**src/rtl/cache_pkg.sv**
```systemverilog
// Shared widths, buffer entry layout and drain FSM states for the victim
// writeback path.
package cache_pkg;
  localparam int PTAG_W   = 44;
  localparam int VINDEX_W = 6;
  localparam int TAG_W    = PTAG_W + VINDEX_W;
  localparam int BLOCK_W  = 512;

  typedef struct packed {
    logic               valid;
    logic [TAG_W-1:0]   tag;
    logic [BLOCK_W-1:0] block;
  } wb_entry_t;

  typedef enum logic [1:0] {
    IDLE     = 2'd0,
    SEND     = 2'd1,
    WAIT_ACK = 2'd2
  } wb_state_t;
endpackage

```
**src/rtl/wb_tag_match.sv**
```systemverilog
// Parallel DEPTH-way tag compare; among matching entries the youngest one
// (closest to tail-1) wins the index select.
module wb_tag_match #(
  parameter int DEPTH = 4,
  parameter int TAG_W = 50
) (
  input  logic [DEPTH-1:0]            valid_i,
  input  logic [DEPTH-1:0][TAG_W-1:0] tags_i,
  input  logic [TAG_W-1:0]            key_i,
  input  logic [$clog2(DEPTH)-1:0]    tail_i,
  output logic                        hit_o,
  output logic [$clog2(DEPTH)-1:0]    idx_o,
  output logic [DEPTH-1:0]            match_o
);
  import cache_pkg::*;

  localparam int IDX_W = $clog2(DEPTH);

  logic [IDX_W-1:0] cand_s;

  // per-entry equality against the search key
  always_comb begin
    match_o = '0;
    for (int i = 0; i < DEPTH; i++) begin
      match_o[i] = valid_i[i] && (tags_i[i] == key_i);
    end
  end

  assign hit_o = |match_o;

  // walk oldest to youngest so the last match seen is the youngest
  always_comb begin
    idx_o  = '0;
    cand_s = '0;
    for (int k = DEPTH; k >= 1; k--) begin
      cand_s = tail_i - IDX_W'(k);
      idx_o  = match_o[cand_s] ? cand_s : idx_o;
    end
  end
endmodule

```
**src/rtl/victim_writeback_buffer.sv**
```systemverilog
// Buffers dirty evicted blocks, coalesces repeat evictions, drains them to
// memory with a req/ack handshake and answers forwarding lookups.
module victim_writeback_buffer #(
  parameter int DEPTH   = 4,
  parameter int TAG_W   = cache_pkg::TAG_W,
  parameter int BLOCK_W = cache_pkg::BLOCK_W
) (
  input  logic                       clk,
  input  logic                       reset,
  input  logic                       evict_valid,
  input  logic [TAG_W-1:0]           evict_tag,
  input  logic [BLOCK_W-1:0]         evict_block,
  output logic                       evict_ready,
  output logic                       mem_req_valid,
  output logic [TAG_W-1:0]           mem_req_tag,
  output logic [BLOCK_W-1:0]         mem_req_block,
  input  logic                       mem_req_ready,
  input  logic                       mem_ack,
  input  logic                       lookup_valid,
  input  logic [TAG_W-1:0]           lookup_tag,
  output logic                       lookup_hit,
  output logic [BLOCK_W-1:0]         lookup_block,
  output logic [$clog2(DEPTH):0]     count
);
  import cache_pkg::*;

  localparam int IDX_W = $clog2(DEPTH);
  localparam int CNT_W = $clog2(DEPTH) + 1;

  logic [DEPTH-1:0]              valid_q;
  logic [DEPTH-1:0][TAG_W-1:0]   tag_q;
  logic [DEPTH-1:0][BLOCK_W-1:0] block_q;
  logic [IDX_W-1:0]              head_q, tail_q;
  logic [CNT_W-1:0]              count_q, count_d;
  wb_state_t                     state_q, state_d;
  logic                          lookup_hit_q;
  logic [BLOCK_W-1:0]            lookup_block_q;

  logic             enq_s, ack_s, in_flight_s, coalesce_s, append_s;
  logic [DEPTH-1:0] co_valid_s, co_match_s, lk_match_s;
  logic             co_hit_s, lk_hit_s;
  logic [IDX_W-1:0] co_idx_s, lk_idx_s;
  logic             unused_match_s;

  assign evict_ready   = (count_q != CNT_W'(DEPTH));
  assign enq_s         = evict_valid & evict_ready;
  assign ack_s         = (state_q == WAIT_ACK) & mem_ack;
  // the head also counts as in flight on the very edge memory accepts it
  assign in_flight_s   = (state_q == WAIT_ACK) | ((state_q == SEND) & mem_req_ready);
  assign coalesce_s    = enq_s & co_hit_s;
  assign append_s      = enq_s & ~co_hit_s;
  assign mem_req_tag   = tag_q[head_q];
  assign mem_req_block = block_q[head_q];
  assign lookup_hit    = lookup_hit_q;
  assign lookup_block  = lookup_block_q;
  assign count         = count_q;
  assign unused_match_s = ^{co_match_s, lk_match_s};

  // coalesce candidates exclude the in-flight head
  always_comb begin
    co_valid_s = valid_q;
    if (in_flight_s) begin
      co_valid_s[head_q] = 1'b0;
    end else begin
      co_valid_s = valid_q;
    end
  end

  wb_tag_match #(.DEPTH(DEPTH), .TAG_W(TAG_W)) u_coalesce_match (
    .valid_i (co_valid_s), .tags_i (tag_q), .key_i (evict_tag), .tail_i (tail_q),
    .hit_o   (co_hit_s),   .idx_o  (co_idx_s), .match_o (co_match_s)
  );

  wb_tag_match #(.DEPTH(DEPTH), .TAG_W(TAG_W)) u_lookup_match (
    .valid_i (valid_q),  .tags_i (tag_q),    .key_i (lookup_tag), .tail_i (tail_q),
    .hit_o   (lk_hit_s), .idx_o  (lk_idx_s), .match_o (lk_match_s)
  );

  // occupancy: appends add, acks remove, coalesces leave it alone
  always_comb begin
    count_d = count_q;
    if (append_s && !ack_s) begin
      count_d = count_q + CNT_W'(1);
    end else if (!append_s && ack_s) begin
      count_d = count_q - CNT_W'(1);
    end else begin
      count_d = count_q;
    end
  end

  // drain FSM next state and request valid
  always_comb begin
    state_d       = state_q;
    mem_req_valid = 1'b0;
    case (state_q)
      IDLE: begin
        if (count_q != CNT_W'(0)) state_d = SEND;
        else                      state_d = IDLE;
      end
      SEND: begin
        mem_req_valid = 1'b1;
        if (mem_req_ready) state_d = WAIT_ACK;
        else               state_d = SEND;
      end
      WAIT_ACK: begin
        if (mem_ack) state_d = (count_d != CNT_W'(0)) ? SEND : IDLE;
        else         state_d = WAIT_ACK;
      end
      default: state_d = IDLE;
    endcase
  end

  // control state, pointers, valid bits and registered lookup result
  always_ff @(posedge clk) begin
    if (reset) begin
      state_q        <= IDLE;
      head_q         <= '0;
      tail_q         <= '0;
      count_q        <= '0;
      valid_q        <= '0;
      lookup_hit_q   <= 1'b0;
      lookup_block_q <= '0;
    end else begin
      state_q <= state_d;
      count_q <= count_d;
      if (append_s) begin
        valid_q[tail_q] <= 1'b1;
        tail_q          <= tail_q + IDX_W'(1);
      end
      if (ack_s) begin
        valid_q[head_q] <= 1'b0;
        head_q          <= head_q + IDX_W'(1);
      end
      lookup_hit_q <= lookup_valid & lk_hit_s;
      if (lookup_valid && lk_hit_s) begin
        lookup_block_q <= block_q[lk_idx_s];
      end
    end
  end

  // payload storage; stale contents are masked by the valid bits
  always_ff @(posedge clk) begin
    if (append_s) begin
      tag_q[tail_q]   <= evict_tag;
      block_q[tail_q] <= evict_block;
    end else if (coalesce_s) begin
      block_q[co_idx_s] <= evict_block;
    end
  end
endmodule

```
**config.mk**
```make
export PLATFORM = sky130hd
export DESIGN_NAME = victim_writeback_buffer
export DESIGN_NICKNAME = d
export VERILOG_FILES = /design/src/rtl/cache_pkg.sv /design/src/rtl/wb_tag_match.sv /design/src/rtl/victim_writeback_buffer.sv
export SDC_FILE = /design/constraint.sdc
export NUM_CORES = 2
export LEC_CHECK = 0
export CELL_PAD_IN_SITES_DETAIL_PLACEMENT = 0
export CELL_PAD_IN_SITES_GLOBAL_PLACEMENT = 1
export CORE_AREA = 2 2 663 665
export CTS_BUF_LIST = sky130_fd_sc_hd__clkbuf_2 sky130_fd_sc_hd__clkbuf_4 sky130_fd_sc_hd__clkbuf_8
export CTS_CLUSTER_SIZE = 40
export DETAILED_ROUTE_END_ITERATION = 10
export DIE_AREA = 0 0 665 667
export GPL_ROUTABILITY_DRIVEN = 1
export MAX_ROUTING_LAYER = met4
export PLACE_DENSITY = 0.66
export SYNTH_ARGS = -nofsm -noshare
export SYNTH_HDL_FRONTEND = slang
export SYNTH_SLANG_ARGS = --single-unit
```
**constraint.sdc**
```tcl
create_clock -name clk -period 98.2 [get_ports clk]
set_input_delay 19.64 -clock clk [delete_from_list [all_inputs] [get_ports clk]]
set_output_delay 19.64 -clock clk [all_outputs]
set_load 0.02 [all_outputs]
```
==> reports/qor.yml <==
worst_setup_path:
  r2r-start: "head_q[0]"
  r2r_slack_ns: 88.42
  r2r_end: "block_q[283]"
  worst-r2r-cell-count: 17
  path_class: "in2reg"
  cp.arrival_ns: 29.06
  crit_fanout: 56
  start_kind: "input port"
  end_kind: "flip-flop"
  crit_required_ns: 98.97
floorplanning:
  die_area_sq_um: 444000
  start_util: 0.298
  die_h_um: 667
  die_x_um: 665
  ioPinCount: 1698
  core-area_sq_um: 437000
  std_cell_rows: 243
timing:
  max_freq_mhz: 35.4
  rsz0062_at_grt: "false"
  timing.hold.ws_ns: 0.449
  finalCritPeriodShare: 0.288
  slew_headroom: 0.134
  fin_skew_ns: 0.0970
  drv_slew: 0
  period_minus_slack_ns: 28.29
  setup_violations: 0
  tns_ns: 0
  hold_violations: 0
  tightest_slew_ns: 1.29
synth:
  async_reset_ff_frac: 0
  netlist.area_leader.share: 0.518
  synth_ff_type: "edfxtp_1"
  netlist_instances: 9014
  yosys_warnings: 0
  synth_nets: 9643
  synth_area_leaders: "edfxtp_1, mux4_2, dfxtp_1"
  yosysUniqueCellTypes: 66
  synth_area_sq_um: 130000
  synth_edf_count: 2248
  ys_seq_elements: 2774
  synth_top_area_cell: "edfxtp_1"
  syn_avg_cell_area_sq_um: 14.5
  synth_seq_area_share: 0.599
cts:
  tritoncts: "built"
  cts.sink_count: 2774
  clock_latency_ns: 1.25
  clockBufferDepth: 4
  cts_htree_levels: 6
  root_buffer: "clkbuf_8"
  ctsResizeCount: 0
  postCtsSetupRepairBufs: 0
  holdBufCountCts: 0
  cts_buffers: 519
  clk_pin_slew_worst_paths_ns: 0.06
route:
  wl_um: 593000
  dr.first_iter.drc_count: 9169
  wl_per_cell_um: 34.8
  vias_per_cell: 5.32
  first_pass_iters: 6
  drtAntennaViolNets: 0
  vias: 90627
  drc: 0
layout:
  seq_area_sq_um: 78000
  nFillCells: 41301
  drive_gt1_frac: 0.147
  final_util: 0.377
  finalNetCount: 11357
  syn2layout_area_growth_pct: 26.2
  multiInputGateArea_sq_um: 49400
global_route:
  grt_pass1_wl_um: 792000
  grt_pass1_vias: 91058
  antenna_found_initial: 160
  grt.overflow.total: 0
  track_usage: 0.264
  grt_max_degree: 126
power_and_ir_drop:
  ir_worst_vdd_uv: 13.9
  power_leakage_nw: 54.8
  power.density_nw_per_um2: 17.8
worst_hold_path:
  min_path_cells: 1
  hold_end: "lookup_block[5]"
  hold_start: "lookup_block[5]"
  hold_path_class: "reg2reg"
place:
  dpl.hpwl_um: 415000
  port_buffers: 1697
  place_congestion: 0.936
flow_run:
  cap_viol_max_count: 0
status:
  outcome: "complete, no violations"
[cell families after synthesis]
group | share of synthesized area
flops | 0.599
buf+inv | 0.0230
fa+ha+maj | 0.00121
mux | 0.176
xor+xnor | 0.0239
compound gates | 0.0592
simple gates | 0.117
[metal layers]
| metal | vias up | share of wire | GRT usage |
|---|---|---|---|
| li1 | 37763 | - | - |
| met1 | 47694 | 0.40 | 0.323 |
| met4 | 0 | 0.054 | 0.128 |
| met3 | 1053 | 0.079 | 0.0641 |
| met2 | 4117 | 0.47 | 0.411 |
| met5 | - | 0 | - |
[layout by cell type (no fill, tap or decap), types with 12 or more instances in the layout]
cell type / netlist / final
edfxtp_1: 2248 / 2248
diode_2: 0 / 123
clkinvlp_4: 0 / 14
inv_1: 38 / 38
nor4_1: 93 / 89
clkbuf_8: 0 / 577
nand4_1: 81 / 81
nor2_1: 39 / 37
buf_12: 0 / 24
xnor2_1: 184 / 184
xor2_1: 172 / 172
o2111ai_1: 14 / 14
a21o_1: 512 / 512
buf_4: 5 / 133
mux4_2: 562 / 562
nand2b_1: 54 / 54
clkdlybuf4s50_1: 0 / 1697
mux2i_1: 1028 / 1028
clkinv_2: 0 / 38
nor2b_1: 1061 / 1059
dfxtp_1: 526 / 524
clkinv_1: 0 / 59
nand3_1: 26 / 26
o22ai_1: 517 / 516
nor3_1: 15 / 15
clkbuf_4: 0 / 205
nand2_1: 35 / 35
clkinv_8: 0 / 12
and2_1: 1029 / 1025
[metrics by stage]
step / cells / total power, mW / worst slack (ns) / instance area (sq um)
6_report: 17036 / 2.93 / 69.91 / 164000
3_5_place_dp: 15964 / 1.76 / 68.97 / 153000
5_1_grt: 17008 / 3.02 / 69.89 / 164000
2_1_floorplan: 9014 / 1.57 / 51.31 / 130000
3_3_place_gp: 15964 / 1.76 / 68.88 / 153000
4_1_cts: 16913 / 2.95 / 70.26 / 164000
[how the worst max path moves through the flow]
stage	startpoint	to	slack [ns]	cells after the start
2_1_floorplan	evict_tag[30]	block_q[0]	51.31	12
3_3_place_gp	evict_tag[23]	block_q[1752]	68.88	16
3_5_place_dp	evict_tag[23]	block_q[1737]	68.97	16
4_1_cts	evict_tag[23]	block_q[1819]	70.26	16
5_1_grt	evict_tag[23]	block_q[1699]	69.89	16
6_report	evict_tag[23]	block_q[1754]	69.91	16
[cell type report]
class                      count  share of cell area
antenna                      123             0.00187
clock inverter               167             0.00856
inverter                      38            0.000868
clock buffer                 782              0.0577
sequential                  2774               0.475
tap                         5757              0.0438
multi-input combinational   5541               0.300
timing repair buffer        1854               0.112
[flip-flops by register name, indices dropped and copies added (netlist names)]
register and flops:
tail_q 2, valid_q 4, lookup_block 512, tag_q 200, state_q 2, head_q 2
count 3, block_q 2048, lookup_hit 1
[Yosys cell counts, types with 172 or more instances]
cell type / count
mux2i_1: 1028
mux4_2: 562
o22ai_1: 517
edfxtp_1: 2248
buf_2: 232
and2_1: 1029
xnor2_1: 184
xor2_1: 172
clkbuf_1: 290
dfxtp_1: 526
nor2b_1: 1061
a21o_1: 512
[where the power goes]
part	internal (mW)	switching, mW	total (mW)
logic	0.148	0.246	0.394
registers	1.32	0.0280	1.35
clock network	0.650	0.539	1.19
total	2.12	0.813	2.93
[critical path, stage by stage]
cell and delay [ns]:
clkdlybuf4s50_1 0.81, nand2b_1 0.44, o2111ai_1 0.17, nor4_1 1.03, nand3_1 0.48, nor2_1 0.36, a31oi_1 0.14, o32ai_2 0.69
a21oi_4 0.16, nor2_4 0.62, buf_4 0.75, buf_4 0.56, buf_4 0.60, buf_4 0.65, buf_4 0.72, buf_4 0.88
Power figures use the tool's default switching activity.
